## config.mk

```make
export PLATFORM = sky130hd
export DESIGN_NAME = seq_pair_tx
export DESIGN_NICKNAME = d
export VERILOG_FILES = /design/src/rtl/seq_pair_pkg.sv /design/src/rtl/seq_pair_tx_symbol_timer.sv /design/src/rtl/seq_pair_tx.sv
export SDC_FILE = /design/constraint.sdc
export NUM_CORES = 1
export LEC_CHECK = 0
export ABC_CLOCK_PERIOD_IN_PS = 1500
export CORE_MARGIN = 2
export CORE_UTILIZATION = 45
export DETAILED_ROUTE_END_ITERATION = 16
export PLACE_DENSITY = 0.77
export SYNTH_ARGS = -nofsm -noshare
export SYNTH_HDL_FRONTEND = slang
export SYNTH_SLANG_ARGS = --single-unit
```

## constraint.sdc

```tcl
create_clock -name clock -period 1.5 [get_ports clock]
set_input_delay 0.3 -clock clock [delete_from_list [all_inputs] [get_ports clock]]
set_output_delay 0.3 -clock clock [all_outputs]
set_load 0.02 [all_outputs]
```

## src/rtl/seq_pair_pkg.sv

```systemverilog
// ---------------------------------------------------------------------------
// seq_pair_pkg : shared types and parameter checks for the pair transmitter
// Rev 1.0
// ---------------------------------------------------------------------------
`default_nettype none

package seq_pair_pkg;

  typedef enum logic [1:0] {
    IDLE = 2'd0,
    SEND = 2'd1,
    GAP  = 2'd2
  } tx_state_t;

  localparam int GAP_CYCLES = 1;

  function automatic bit params_ok(input int word_w, input int hold);
    return (word_w >= 2) && ((word_w % 2) == 0) && (hold >= 1);
  endfunction

endpackage

`default_nettype wire

```

## src/rtl/seq_pair_tx_symbol_timer.sv

```systemverilog
// ---------------------------------------------------------------------------
// symbol_timer : loadable down-counter with zero flag (per-symbol hold time)
// Rev 1.0
// ---------------------------------------------------------------------------
`default_nettype none

module symbol_timer #(
  parameter int W = 1
) (
  input  logic         clk_i,
  input  logic         rst_ni,
  input  logic         load_i,
  input  logic [W-1:0] load_val_i,
  input  logic         dec_i,
  output logic [W-1:0] value_o,
  output logic         zero_o
);

  logic [W-1:0] cnt_q;
  logic [W-1:0] cnt_d;

  always_comb begin
    cnt_d = cnt_q;
    if (load_i) begin
      cnt_d = load_val_i;
    end else if (dec_i && (cnt_q != '0)) begin
      cnt_d = cnt_q - 1'b1;
    end
  end

  always_ff @(posedge clk_i) begin
    if (!rst_ni) begin
      cnt_q <= '0;
    end else begin
      cnt_q <= cnt_d;
    end
  end

  assign value_o = cnt_q;
  assign zero_o  = (cnt_q == '0);

endmodule

`default_nettype wire

```

## src/rtl/seq_pair_tx.sv

```systemverilog
// ---------------------------------------------------------------------------
// seq_pair_tx : serialises a word as 2-bit symbols on a/b, MSB pair first
// Rev 1.0
// ---------------------------------------------------------------------------
`default_nettype none

module seq_pair_tx
  import seq_pair_pkg::*;
#(
  parameter int WORD_W = 16,
  parameter int HOLD   = 1
) (
  input  logic              clock,
  input  logic              reset,
  input  logic [WORD_W-1:0] data_in,
  input  logic              load,
  output logic              ready,
  output logic              a,
  output logic              b,
  output logic              t,
  output logic              busy
);

  localparam int SYMS   = WORD_W / 2;
  localparam int SYM_W  = (SYMS > 1) ? $clog2(SYMS) : 1;
  localparam int HOLD_W = (HOLD > 1) ? $clog2(HOLD) : 1;
  localparam logic [SYM_W-1:0]  SYM_LAST  = SYM_W'(SYMS - 1);
  localparam logic [HOLD_W-1:0] HOLD_LAST = HOLD_W'(HOLD - 1);

  generate
    if (!params_ok(WORD_W, HOLD)) begin : g_bad_params
      $error("seq_pair_tx: WORD_W must be even and >= 2, HOLD must be >= 1");
    end
    if (GAP_CYCLES != 1) begin : g_bad_gap
      $error("seq_pair_tx: GAP state is a single cycle");
    end
  endgenerate

  tx_state_t         state_q, state_d;
  logic [WORD_W-1:0] shreg_q, shreg_d;
  logic [SYM_W-1:0]  sym_q,   sym_d;
  logic              hold_load;
  logic              hold_dec;
  logic              hold_zero;
  logic [HOLD_W-1:0] hold_value;

  symbol_timer #(
    .W (HOLD_W)
  ) u_hold_timer (
    .clk_i      (clock),
    .rst_ni     (reset),
    .load_i     (hold_load),
    .load_val_i (HOLD_LAST),
    .dec_i      (hold_dec),
    .value_o    (hold_value),
    .zero_o     (hold_zero)
  );

  always_comb begin
    state_d   = state_q;
    shreg_d   = shreg_q;
    sym_d     = sym_q;
    hold_load = 1'b0;
    hold_dec  = 1'b0;
    unique case (state_q)
      IDLE: begin
        if (load) begin
          shreg_d   = data_in;
          sym_d     = SYM_LAST;
          hold_load = 1'b1;
          state_d   = SEND;
        end
      end
      SEND: begin
        if (hold_zero) begin
          if (sym_q != '0) begin
            shreg_d   = shreg_q << 2;
            sym_d     = sym_q - 1'b1;
            hold_load = 1'b1;
          end else begin
            state_d = GAP;
          end
        end else begin
          hold_dec = 1'b1;
        end
      end
      GAP:     state_d = IDLE;
      default: state_d = IDLE;
    endcase
  end

  always_ff @(posedge clock) begin
    if (!reset) begin
      state_q <= IDLE;
      shreg_q <= '0;
      sym_q   <= '0;
    end else begin
      state_q <= state_d;
      shreg_q <= shreg_d;
      sym_q   <= sym_d;
    end
  end

  // Outputs decode registered state only; load/data_in never reach them.
  assign ready = (state_q == IDLE);
  assign busy  = (state_q != IDLE);
  assign a     = (state_q == SEND) & shreg_q[WORD_W-1];
  assign b     = (state_q == SEND) & shreg_q[WORD_W-2];
  assign t     = (state_q == SEND) & (sym_q == '0);

endmodule

`default_nettype wire
```

After elaboration in Yosys (flattened, before gate mapping):

Index checks and enable logic that the tools add are counted.

* input port bits: 19
* register bits after elaboration: 22

* reductions and logical operators: 9
* mux-type cells: 18
* add/sub/neg operators: 2
* equal/unequal tests: 5
* bitwise gates (word level): 4

Operators with widths (number)
* $mux W16: 3
* $pmux W16 S2: 1
* $mux W3: 3
* $ne A2 B2 Y1 const B: 4
* $mux W2: 3
* $pmux W3 S2: 1
* $mux W1: 5
* $pmux W2 S2: 1
* $reduce_and A4 Y1: 1
* $reduce_bool A2 Y1: 2
* $and A1 B1 Y1: 3
* $logic_not A3 Y1: 1
* $reduce_and A3 Y1: 1
* $reduce_bool A3 Y1: 1
* $sub A3 B1 Y3 const B: 1
* $eq A2 B1 Y1 const B: 1
* $logic_not A2 Y1: 1
* $pmux W1 S2: 1
* $reduce_or A2 Y1: 1
* $logic_and A1 B1 Y1: 1
* $not A1 Y1: 1
* $sub A1 B1 Y1 const B: 1

Depth between registers and ports, before layout:

Gate-level depths: netlist of run 1.

* word-level depth: 5
* gate-level depth with buffers: 8
* depth with buffers taken out: 6

Modules after synthesis:

Synthesis of run 1 repeated with hierarchy kept, for this count alone.

* cells, all modules: 114
* area, all modules: 1156.1 um^2

By module, submodules not included
* seq_pair_tx: times used 1, seq. area each 420.4 um^2, cells an instance 109, area each 1107.3 um^2
* symbol_timer: times used 1, seq. area each 20.0 um^2, cells an instance 5, area each 48.8 um^2

Least setup slack after synthesis of run 1:

OpenSTA, ideal clock, no wires.

* kind: reg2reg
* from: register sym_q[0]
* to: register shreg_q[13]
* path slack: -5 ps
* path buffers: 2
* data arrival time: 1445 ps
* stages on the path, launching flop included: 9
* clock period less this slack: 1505 ps
* library setup time: 60 ps
* cell sequence: dfxtp_1 inv_1 ha_1 nor2b_2 o21a_1 buf_6 nor2_8 buf_8 o221a_1

* cells in the longest elaborated chain, start to end: 3

Ends and longest elaborated chain
* start: declaration: line seq_pair_tx.sv:41 `logic [SYM_W-1:0] sym_q, sym_d;`
* start signal: assignment: line seq_pair_tx.sv:100 `sym_q <= sym_d;`
* $reduce_bool A3 Y1: line seq_pair_tx.sv:76 `if (sym_q != '0) begin`
* $ne A2 B2 Y1 (no line)
* $reduce_and A4 Y1 (no line)
* end signal: assignment: line seq_pair_tx.sv:99 `shreg_q <= shreg_d;`
* end: declaration: line seq_pair_tx.sv:40 `logic [WORD_W-1:0] shreg_q, shreg_d;`

No other way between the ends.
A chain may end at the register's enable or synchronous reset.

Final worst setup path of run 1:

* from: register sym_q[0]
* to: output t

* cells in the longest elaborated chain, start to end: 2

Ends and longest elaborated chain
* $logic_not A3 Y1: line seq_pair_tx.sv:109 `assign t = (state_q == SEND) & (sym_q == '0);`
* $and A1 B1 Y1: line seq_pair_tx.sv:109
* end: declaration: line seq_pair_tx.sv:20 `output logic t,`

No other way between the ends.

==> impl_metrics.json, run 1 <==
{
  "drc": 0,
  "yosysSeqAreaShare_pct": 37.2,
  "finalHoldViolCount": 0,
  "insertion_delay_ns": 0.32,
  "total_leakage_power_nw": 0.735,
  "cts_tree": "yes",
  "hold_class": "reg2reg",
  "numCtsBuffers": 3,
  "timing.critical_path.buf_inv": 2,
  "drv_slew": 0,
  "slew_headroom_pct": 84.5,
  "num_antenna_cells": 0,
  "slowest_delay_ns": 0.36,
  "clk_pin_slew_worst_paths_ns": 0.13,
  "io_buffers": 23,
  "syn-instance-count": 113,
  "synthMuxAreaShare_pct": 0,
  "crit_path_max_fanout": 2,
  "drv_cap": 0,
  "clock-sinks": 22,
  "final_common_cell": "dfxtp_1",
  "critical_path_arrival_ns": 1.28,
  "grt_max_degree": 17,
  "dieArea_um2": 3060,
  "tightestPinTransition_ns": 0.231,
  "vias": 1010,
  "power_frac_comb_pct": 35.1,
  "intPower_mw": 1.31,
  "fin_nets": 170,
  "htreeDepth": 1,
  "area_growth_pct": 35.6,
  "power.density_cell_area_nw_per_um2": 1140,
  "dpl.hpwl_um": 1790,
  "cts_hold_buffers": 0,
  "grt_pass1_wl_um": 4780,
  "status": "complete, but fails checks",
  "rsz0062_at_grt": "yes",
  "grt_overflow": 0,
  "p_seq_share_pct": 39.6,
  "synthXorXnorAreaFrac_pct": 0,
  "p_sw_mw": 0.527,
  "fin_area_um2": 1610,
  "yosys.area_share.simple_pct": 20.1,
  "grt_pass1_vias": 1086,
  "cts_root_buffer": "clkbuf_4",
  "clock_tree.buffer_depth": 2,
  "ys_seq_elements": 22,
  "syn-num-nets": 134,
  "drive_gt1_share_pct": 33.8,
  "setup_viol": 12,
  "ioPinCount": 24,
  "post_drt_wl_per_cell_um": 15.3,
  "synth-adder-area-share_pct": 2.11,
  "netSwitchingFraction_pct": 28.8,
  "place_congestion": 0.787,
  "synth_cell_type_count": 34,
  "violations": "negative setup slack",
  "place_ws_ns": -0.205,
  "cp-end-kind": "output pin",
  "timing.final.ws_setup_ns": -0.0774,
  "num-fill-cells": 208,
  "crit_chain": "inv_2, ha_4, nor2b_4, and2_4, buf_6",
  "crit_family": "flip-flops",
  "syn_area_per_cell_um2": 10.5,
  "p_clk_share_pct": 25.3,
  "place_area_um2": 1470,
  "rows": 18,
  "die_h_um": 55.3,
  "drt_iter0_drc": 20,
  "fin_worst_skew_ns": 0.00576,
  "antenna_found_initial": 0,
  "synth-compound-area-share_pct": 30.5,
  "mostFrequentLayoutCells": "dfxtp_1 (19), clkdlybuf4s50_1 (18), o221a_1 (14), buf_4 (13), a211o_1 (12)",
  "ir_worst_vdd_mv": 0.765,
  "track_usage_pct": 19.3,
  "netlist_area_um2": 1180,
  "dieWidth_um": 55.3,
  "post-route-period-util_pct": 105,
  "final_util_pct": 64.8,
  "ant_nets": 0,
  "synth_top_family_by_area": "compound AO/OA/AOI/OAI gates",
  "required_ns": 1.20,
  "path_class": "reg2out",
  "dr.pass1.iters": 4,
  "routed_wl_um": 2720,
  "start_util_pct": 47.8,
  "start_kind": "flip-flop",
  "fin_crit_ns": 1.58,
  "fp.coreArea_um2": 2480,
  "cp_slowest_cell": "dfxtp_2",
  "clock.fmax_ghz": 0.634,
  "via_per_inst": 5.67,
  "yosysWarningCount": 0
}
-- area by class of cell --
type,count,area (um2),area share (%)
clock buffer,3,22.5,1.40
timing repair buffer,40,373,23.2
tap,30,37.5,2.34
multi-input combinational,77,681,42.4
clock inverter,1,30.0,1.87
inverter,5,18.8,1.17
sequential,22,444,27.6
-- metrics by stage --
stage | hold slack [ns] | instances | setup TNS, ns | power (mW)
2_1_floorplan | 0.435 | 113 | 0 | 1.12
3_3_place_gp | 0.476 | 171 | -2.25 | 1.27
3_5_place_dp | 0.488 | 171 | -2.91 | 1.29
4_1_cts | 0.486 | 178 | -0.370 | 1.82
5_1_grt | 0.493 | 178 | -1.34 | 1.93
6_report | 0.482 | 178 | -0.337 | 1.83
-- power by group through the flow --
stage               clock (mW)  combinational [mW]  sequential [mW]
finish                   0.464               0.643            0.726
global route             0.500               0.699            0.735
CTS                      0.468               0.626            0.723
detailed placement           0               0.558            0.732
global placement             0               0.545            0.726
floorplan                    0               0.397            0.726
-- state kept, by name, summed over array words and instances, names as in the netlist --
name                  flops
state_q                   2
u_hold_timer.value_o      1
sym_q                     3
shreg_q                  16
-- layer usage --
| metal | global-route usage, % | up-vias | wire (um) | share of wire [%] |
|---|---|---|---|---|
| met4 | 8.36 | 0 | 43 | 1.6 |
| met2 | 34.2 | 26 | 1370 | 50 |
| li1 | - | 493 | - | - |
| met3 | 3.98 | 6 | 127 | 4.7 |
| met5 | 0 | - | 0 | 0 |
| met1 | 22.1 | 485 | 1190 | 44 |
-- worst reg2reg max path, stage by stage, from the launching register on --
cell,delay [ns]
dfxtp_2,0.36
inv_2,0.05
ha_4,0.15
nor2b_4,0.12
buf_4,0.15
o21a_4,0.25
nor2_4,0.22
o221a_1,0.23
-- cell families (layout without fill, tap and decap cells) --
| group | count (synthesis) | in the layout |
|---|---|---|
| buf+inv | 15 | 49 |
| simple gates | 35 | 36 |
| compound gates | 39 | 39 |
| fa+ha+maj | 2 | 2 |
| flops | 22 | 22 |
-- what timing repair did --
action | CTS | global route
resized for setup | 40 | 7
pin swaps | 3 | 1
buffers inserted | 1 | 0
setup endpoints to repair | 24 | 22
gates cloned | 2 | 0
-- cell usage after synthesis --
master	instances	area share [%]
and2b_4	5	4.2
buf_4	2	1.3
nor3_1	1	0.42
nor2b_1	8	4.2
a211o_2	2	1.7
ha_1	2	2.1
and3_1	1	0.53
a211o_1	12	8.9
clkbuf_1	1	0.32
o21ai_1	2	0.84
o211a_1	3	2.5
o221a_1	14	13
nor2b_2	1	0.74
o21bai_1	1	0.63
dlygate4sd3_1	1	0.84
nor2_8	1	1.7
nand2_1	5	1.6
dlymetal6s2s_1	1	1.1
a311oi_1	1	0.74
a21oi_1	2	0.84
dfxtp_1	22	37
inv_2	1	0.32
inv_1	4	1.3
buf_6	4	3.8
and2_1	3	1.6
and3b_1	1	0.74
nand2b_1	1	0.53
and2b_1	2	1.3
nor2_1	4	1.3
o21ai_0	1	0.42
or2_1	1	0.53
o21a_1	1	0.63
nand2b_2	1	0.74
buf_8	1	1.3
-- worst paths after layout --
kind	start	to	slack (ns)	depth (start not counted)
min reg2reg	shreg_q[0]$_SDFFE_PN0P_	shreg_q[0]$_SDFFE_PN0P_	0.48	2
max reg2reg	sym_q[0]$_SDFFE_PN0P_	shreg_q[3]$_SDFFE_PN0P_	-0.06	7
max	sym_q[0]$_SDFFE_PN0P_	t	-0.08	5
min	shreg_q[0]$_SDFFE_PN0P_	shreg_q[0]$_SDFFE_PN0P_	0.48	2
(Power assumes the default switching activity.)
==> run 2, diff against run 1 <==
TNS_END_PERCENT = 30   (was unset)
==> run 2 against run 1 <==
  * The flow still finishes with violations (negative setup slack)
  * Total power decreased by 0.31%
  * Non-clock buffer count unchanged
  * Cell count unchanged
  * Critical path depth unchanged
  * Clock-buffer cell count unchanged
  * First-iteration DRC count decreased by 10%
  * Via count decreased by 1.2%
  * Worst setup slack improved by 0.0014 ns
  * Global-route usage increased by 0.34 points
  * Largest cell class unchanged
  * Highest routed layer unchanged
==> impl_metrics.json, run 2 (synthesis results as in run 1) <==
{
  "ir_worst_vdd_mv": 0.767,
  "clk_pin_slew_worst_paths_ns": 0.12,
  "total_leakage_power_nw": 0.735,
  "ioPinCount": 24,
  "rsz0062_at_grt": "yes",
  "post_drt_wl_per_cell_um": 15.7,
  "routed_wl_um": 2790,
  "cp-end-kind": "output pin",
  "fp.coreArea_um2": 2480,
  "cts_tree": "yes",
  "htreeDepth": 1,
  "drive_gt1_share_pct": 33.8,
  "grt_pass1_vias": 1089,
  "insertion_delay_ns": 0.31,
  "area_growth_pct": 35.4,
  "crit_path_max_fanout": 2,
  "vias": 998,
  "numCtsBuffers": 3,
  "grt_overflow": 0,
  "reg2reg_from": "sym_q[1]$_SDFFE_PN0P_",
  "fin_nets": 170,
  "largest_register": "shreg_q",
  "cts_root_buffer": "clkbuf_4",
  "largest_register_ffs": 16,
  "fin_crit_ns": 1.58,
  "whs_ns": 0.489,
  "setup_viol": 19,
  "dpl.hpwl_um": 1790,
  "num-fill-cells": 207,
  "place_congestion": 0.787,
  "final.setup.tns_ns": -0.643,
  "post-route-period-util_pct": 105,
  "reg_top3": "shreg_q: 16 flops, sym_q: 3 flops, state_q: 2 flops",
  "grt_max_degree": 17,
  "required_ns": 1.20,
  "slew_headroom_pct": 84.2,
  "clock-sinks": 22,
  "place_area_um2": 1470,
  "io_buffers": 23,
  "timing.final.ws_setup_ns": -0.0759,
  "min_delay_worst_endpoint": "shreg_q[0]$_SDFFE_PN0P_",
  "finalHoldViolCount": 0,
  "dieArea_um2": 3060,
  "clock_tree.buffer_depth": 2,
  "path_class": "reg2out",
  "fin_area_um2": 1600,
  "dr.pass1.iters": 4,
  "min_path_cells": 2,
  "fin_worst_skew_ns": 0.00319,
  "violations": "negative setup slack",
  "critical_path_arrival_ns": 1.28,
  "die_h_um": 55.3,
  "tightestPinTransition_ns": 0.236,
  "drt_iter0_drc": 18,
  "via_per_inst": 5.61,
  "start_util_pct": 47.8,
  "cts_hold_buffers": 0,
  "hold_class": "reg2reg",
  "power.density_cell_area_nw_per_um2": 1140,
  "drv_slew": 0,
  "regToRegSetupSlack_ns": -0.08,
  "regToRegEndpoint": "shreg_q[11]$_SDFFE_PN0P_",
  "ant_nets": 0,
  "rows": 18,
  "min_from": "shreg_q[0]$_SDFFE_PN0P_",
  "start_kind": "flip-flop",
  "final_common_cell": "dfxtp_1",
  "reg2reg_depth": 7,
  "mostFrequentLayoutCells": "dfxtp_1 (19), clkdlybuf4s50_1 (18), o221a_1 (14), buf_4 (13), a211o_1 (12)",
  "drc": 0,
  "grt_pass1_wl_um": 4810,
  "clock.fmax_ghz": 0.635,
  "drv_cap": 0,
  "dieWidth_um": 55.3,
  "antenna_found_initial": 0,
  "num_antenna_cells": 0,
  "status": "complete, but fails checks",
  "track_usage_pct": 19.6
}
==> run 2: layout make-up <==
| class | count | area [um2] | area share [%] |
|---|---|---|---|
| multi-input cells | 77 | 684 | 42.7 |
| clock buffers | 3 | 22.5 | 1.40 |
| repair buffers | 40 | 367 | 22.9 |
| clock inverters | 1 | 30.0 | 1.87 |
| flip-flops and latches | 22 | 444 | 27.7 |
| inverters | 5 | 18.8 | 1.17 |
| well taps | 30 | 37.5 | 2.34 |
==> run 2: worst max path at each step <==
stage / start / to / slack [ns] / cells after the start
2_1_floorplan: sym_q[0]$_SDFFE_PN0P_ / shreg_q[13]$_SDFFE_PN0P_ / 0.02 / 8
3_3_place_gp: sym_q[0]$_SDFFE_PN0P_ / t / -0.17 / 5
3_5_place_dp: sym_q[0]$_SDFFE_PN0P_ / t / -0.21 / 5
4_1_cts: sym_q[1]$_SDFFE_PN0P_ / t / -0.08 / 5
5_1_grt: sym_q[0]$_SDFFE_PN0P_ / t / -0.13 / 5
6_report: sym_q[1]$_SDFFE_PN0P_ / t / -0.08 / 5
==> run 2: timing repair <==
| action | CTS | global route |
|---|---|---|
| pin swaps | 3 | 2 |
| gates cloned | 2 | 0 |
| endpoints found under the hold margin | 0 | 0 |
| gates resized for setup | 37 | 8 |
| setup buffers | 1 | 0 |
| endpoints found under the setup margin | 24 | 24 |
==> run 2: power breakdown <==
group / internal, mW / switching (mW)
combinational: 0.360 / 0.281
clock: 0.270 / 0.190
sequential: 0.672 / 0.0541
==> run 2: per-stage QoR <==
step	instances	power [mW]	setup slack (ns)	util, %
final	178	1.83	-0.0759	64.7
after global routing	178	1.92	-0.131	64.7
after CTS	178	1.81	-0.0808	63.5
after detailed placement	171	1.29	-0.205	59.3
after global placement	171	1.27	-0.167	59.3
after floorplan	113	1.12	0.0168	-
==> run 2: worst max-delay path: stages (launching register included) <==
cell and delay [ns]:
dfxtp_2 0.36, inv_2 0.05, ha_4 0.15, nor2b_4 0.12, and2_4 0.16, buf_6 0.12
==> run 2: routing by layer <==
metal / vias up / global-route usage [%] / share of wire, % / wire length, um
li1: 493 / - / - / -
met1: 468 / 22.3 / 42 / 1180
met2: 26 / 34.2 / 49 / 1380
met3: 11 / 3.75 / 4.9 / 137
met4: 0 / 10.8 / 3.3 / 91
met5: - / 0 / 0 / 0
==> run 3, diff against run 2 <==
ABC_CLOCK_PERIOD_IN_PS = 1310   (was 1500)
SLEW_MARGIN = 20   (was unset)
clock period = 1.31 ns   (was 1.5 ns; I/O delays follow)
==> run 3 against run 2 <==
  * The run still ends with negative setup slack left
  * Critical endpoint is now shreg_q[4]$_SDFFE_PN0P_
  * Via count increased by 2.5%
  * Routed wire length decreased by 0.14%
  * First-iteration DRC count increased by 56%
  * Clock power decreased by 33%
  * Clock skew decreased by 0.0016 ns
  * Hold slack got worse by 0.012 ns
  * Cell count increased by 1.7%
  * Sequential share of layout area decreased by 0.71 points
  * Clock-buffer cell count unchanged
  * Largest power group unchanged
==> impl_metrics.json, run 3 (synthesis results as in run 1) <==
{
  "antenna_found_initial": 0,
  "total_leakage_power_nw": 0.758,
  "clock-sinks": 22,
  "numCtsBuffers": 3,
  "fp.coreArea_um2": 2480,
  "place_congestion": 0.830,
  "area_growth_pct": 40.1,
  "cts_root_buffer": "clkbuf_4",
  "rows": 18,
  "cp-end-kind": "flip-flop",
  "reg_top3": "shreg_q: 16 flops, sym_q: 3 flops, state_q: 2 flops",
  "die_h_um": 55.3,
  "tightestPinTransition_ns": 0.245,
  "insertion_delay_ns": 0.30,
  "dr.pass1.iters": 4,
  "grt_pass1_wl_um": 4370,
  "largest_register": "shreg_q",
  "vias": 1023,
  "htreeDepth": 1,
  "start_util_pct": 47.8,
  "routed_wl_um": 2790,
  "grt_pass1_vias": 994,
  "via_per_inst": 5.65,
  "violations": "negative setup slack",
  "dpl.hpwl_um": 1760,
  "drt_iter0_drc": 28,
  "timing.final.ws_setup_ns": -0.206,
  "dieWidth_um": 55.3,
  "start_kind": "flip-flop",
  "clock_tree.buffer_depth": 2,
  "drv_slew": 0,
  "critical_path_arrival_ns": 1.72,
  "mostFrequentLayoutCells": "clkdlybuf4s50_1 (18), dfxtp_1 (18), buf_4 (16), o221a_1 (14), a211o_1 (12)",
  "final_util_pct": 67.0,
  "post-route-period-util_pct": 116,
  "num-fill-cells": 204,
  "ir_worst_vdd_mv": 0.905,
  "rsz0062_at_grt": "yes",
  "track_usage_pct": 17.7,
  "power.density_cell_area_nw_per_um2": 1170,
  "status": "complete, but fails checks",
  "dieArea_um2": 3060,
  "drive_gt1_share_pct": 37.1,
  "clk_pin_slew_worst_paths_ns": 0.12,
  "slew_headroom_pct": 83.5,
  "layout.cells.non_filler": 181,
  "grt_overflow": 0,
  "io_buffers": 23,
  "required_ns": 1.51,
  "fin_nets": 174,
  "drv_cap": 0,
  "clock.fmax_ghz": 0.660,
  "cts_hold_buffers": 0,
  "cts_tree": "yes",
  "num_antenna_cells": 0,
  "place_inst": 171,
  "crit_path_max_fanout": 8,
  "setup_viol": 24,
  "ioPinCount": 24,
  "post_drt_wl_per_cell_um": 15.4,
  "ant_nets": 0,
  "fin_worst_skew_ns": 0.00163,
  "fin_crit_ns": 1.52,
  "hold_class": "reg2reg",
  "largest_register_ffs": 16,
  "path_class": "reg2reg",
  "grt_max_degree": 33,
  "drc": 0,
  "finalHoldViolCount": 0
}
==> run 3: changes by cell type in the layout (fill, tap and decap cells not counted), sizes merged <==
cell / change
clkbuf: +1
buf: +3
bufinv: -1
==> run 3: report_power, final <==
group | total [mW] | switching [mW] | internal, mW
clock | 0.309 | 0.202 | 0.107
sequential | 0.832 | 0.0631 | 0.769
combinational | 0.799 | 0.332 | 0.468
==> run 3: layout make-up <==
class	instances	area [um2]	area share, %
multi-input cells	77	686	41.3
flip-flops and latches	22	448	27.0
repair buffers	44	448	27.0
well taps	30	37.5	2.26
clock buffers	3	22.5	1.36
inverters	5	18.8	1.13
==> run 3: critical path: stages, from the launching register on <==
cell     delay, ns
dfxtp_2       0.36
inv_2         0.05
ha_4          0.14
nor2b_4       0.12
buf_6         0.12
o21a_4        0.25
buf_12        0.15
o221a_1       0.23
==> run 3: per-stage QoR <==
step / setup TNS, ns / power [mW] / setup WS, ns / hold WS, ns / area [um2]
after floorplan: -1.24 / 1.30 / -0.130 / 0.397 / 1200
after global placement: -5.37 / 1.46 / -0.303 / 0.472 / 1480
after detailed placement: -5.97 / 1.48 / -0.351 / 0.483 / 1480
after CTS: -4.09 / 1.86 / -0.201 / 0.493 / 1590
after global routing: -5.28 / 2.05 / -0.277 / 0.495 / 1660
final: -3.92 / 1.94 / -0.206 / 0.477 / 1660
==> run 3: what timing repair did <==
action	in CTS	in global routing
pin swaps	4	5
gates resized for setup	43	6
cloned	1	1
buffers inserted	2	3
endpoints found under the setup margin	24	24
==> run 3: metal layers <==
| metal | vias to the layer above | global-route usage, % | share of wire [%] | wire (um) |
|---|---|---|---|---|
| li1 | 499 | - | - | - |
| met1 | 501 | 21.2 | 43 | 1190 |
| met2 | 21 | 30.4 | 52 | 1460 |
| met3 | 2 | 6.32 | 4.6 | 129 |
| met4 | 0 | 3.83 | 0.39 | 11 |
| met5 | - | 0 | 0 | 0 |
==> run 3: final timing paths <==
path | startpoint | to | slack, ns | depth (start not counted)
worst max-delay path | sym_q[0]$_SDFFE_PN0P_ | shreg_q[4]$_SDFFE_PN0P_ | -0.21 | 7
worst min-delay path | shreg_q[1]$_SDFFE_PN0P_ | shreg_q[1]$_SDFFE_PN0P_ | 0.48 | 2
worst max register to register | sym_q[0]$_SDFFE_PN0P_ | shreg_q[4]$_SDFFE_PN0P_ | -0.21 | 7
worst min register to register | shreg_q[1]$_SDFFE_PN0P_ | shreg_q[1]$_SDFFE_PN0P_ | 0.48 | 2
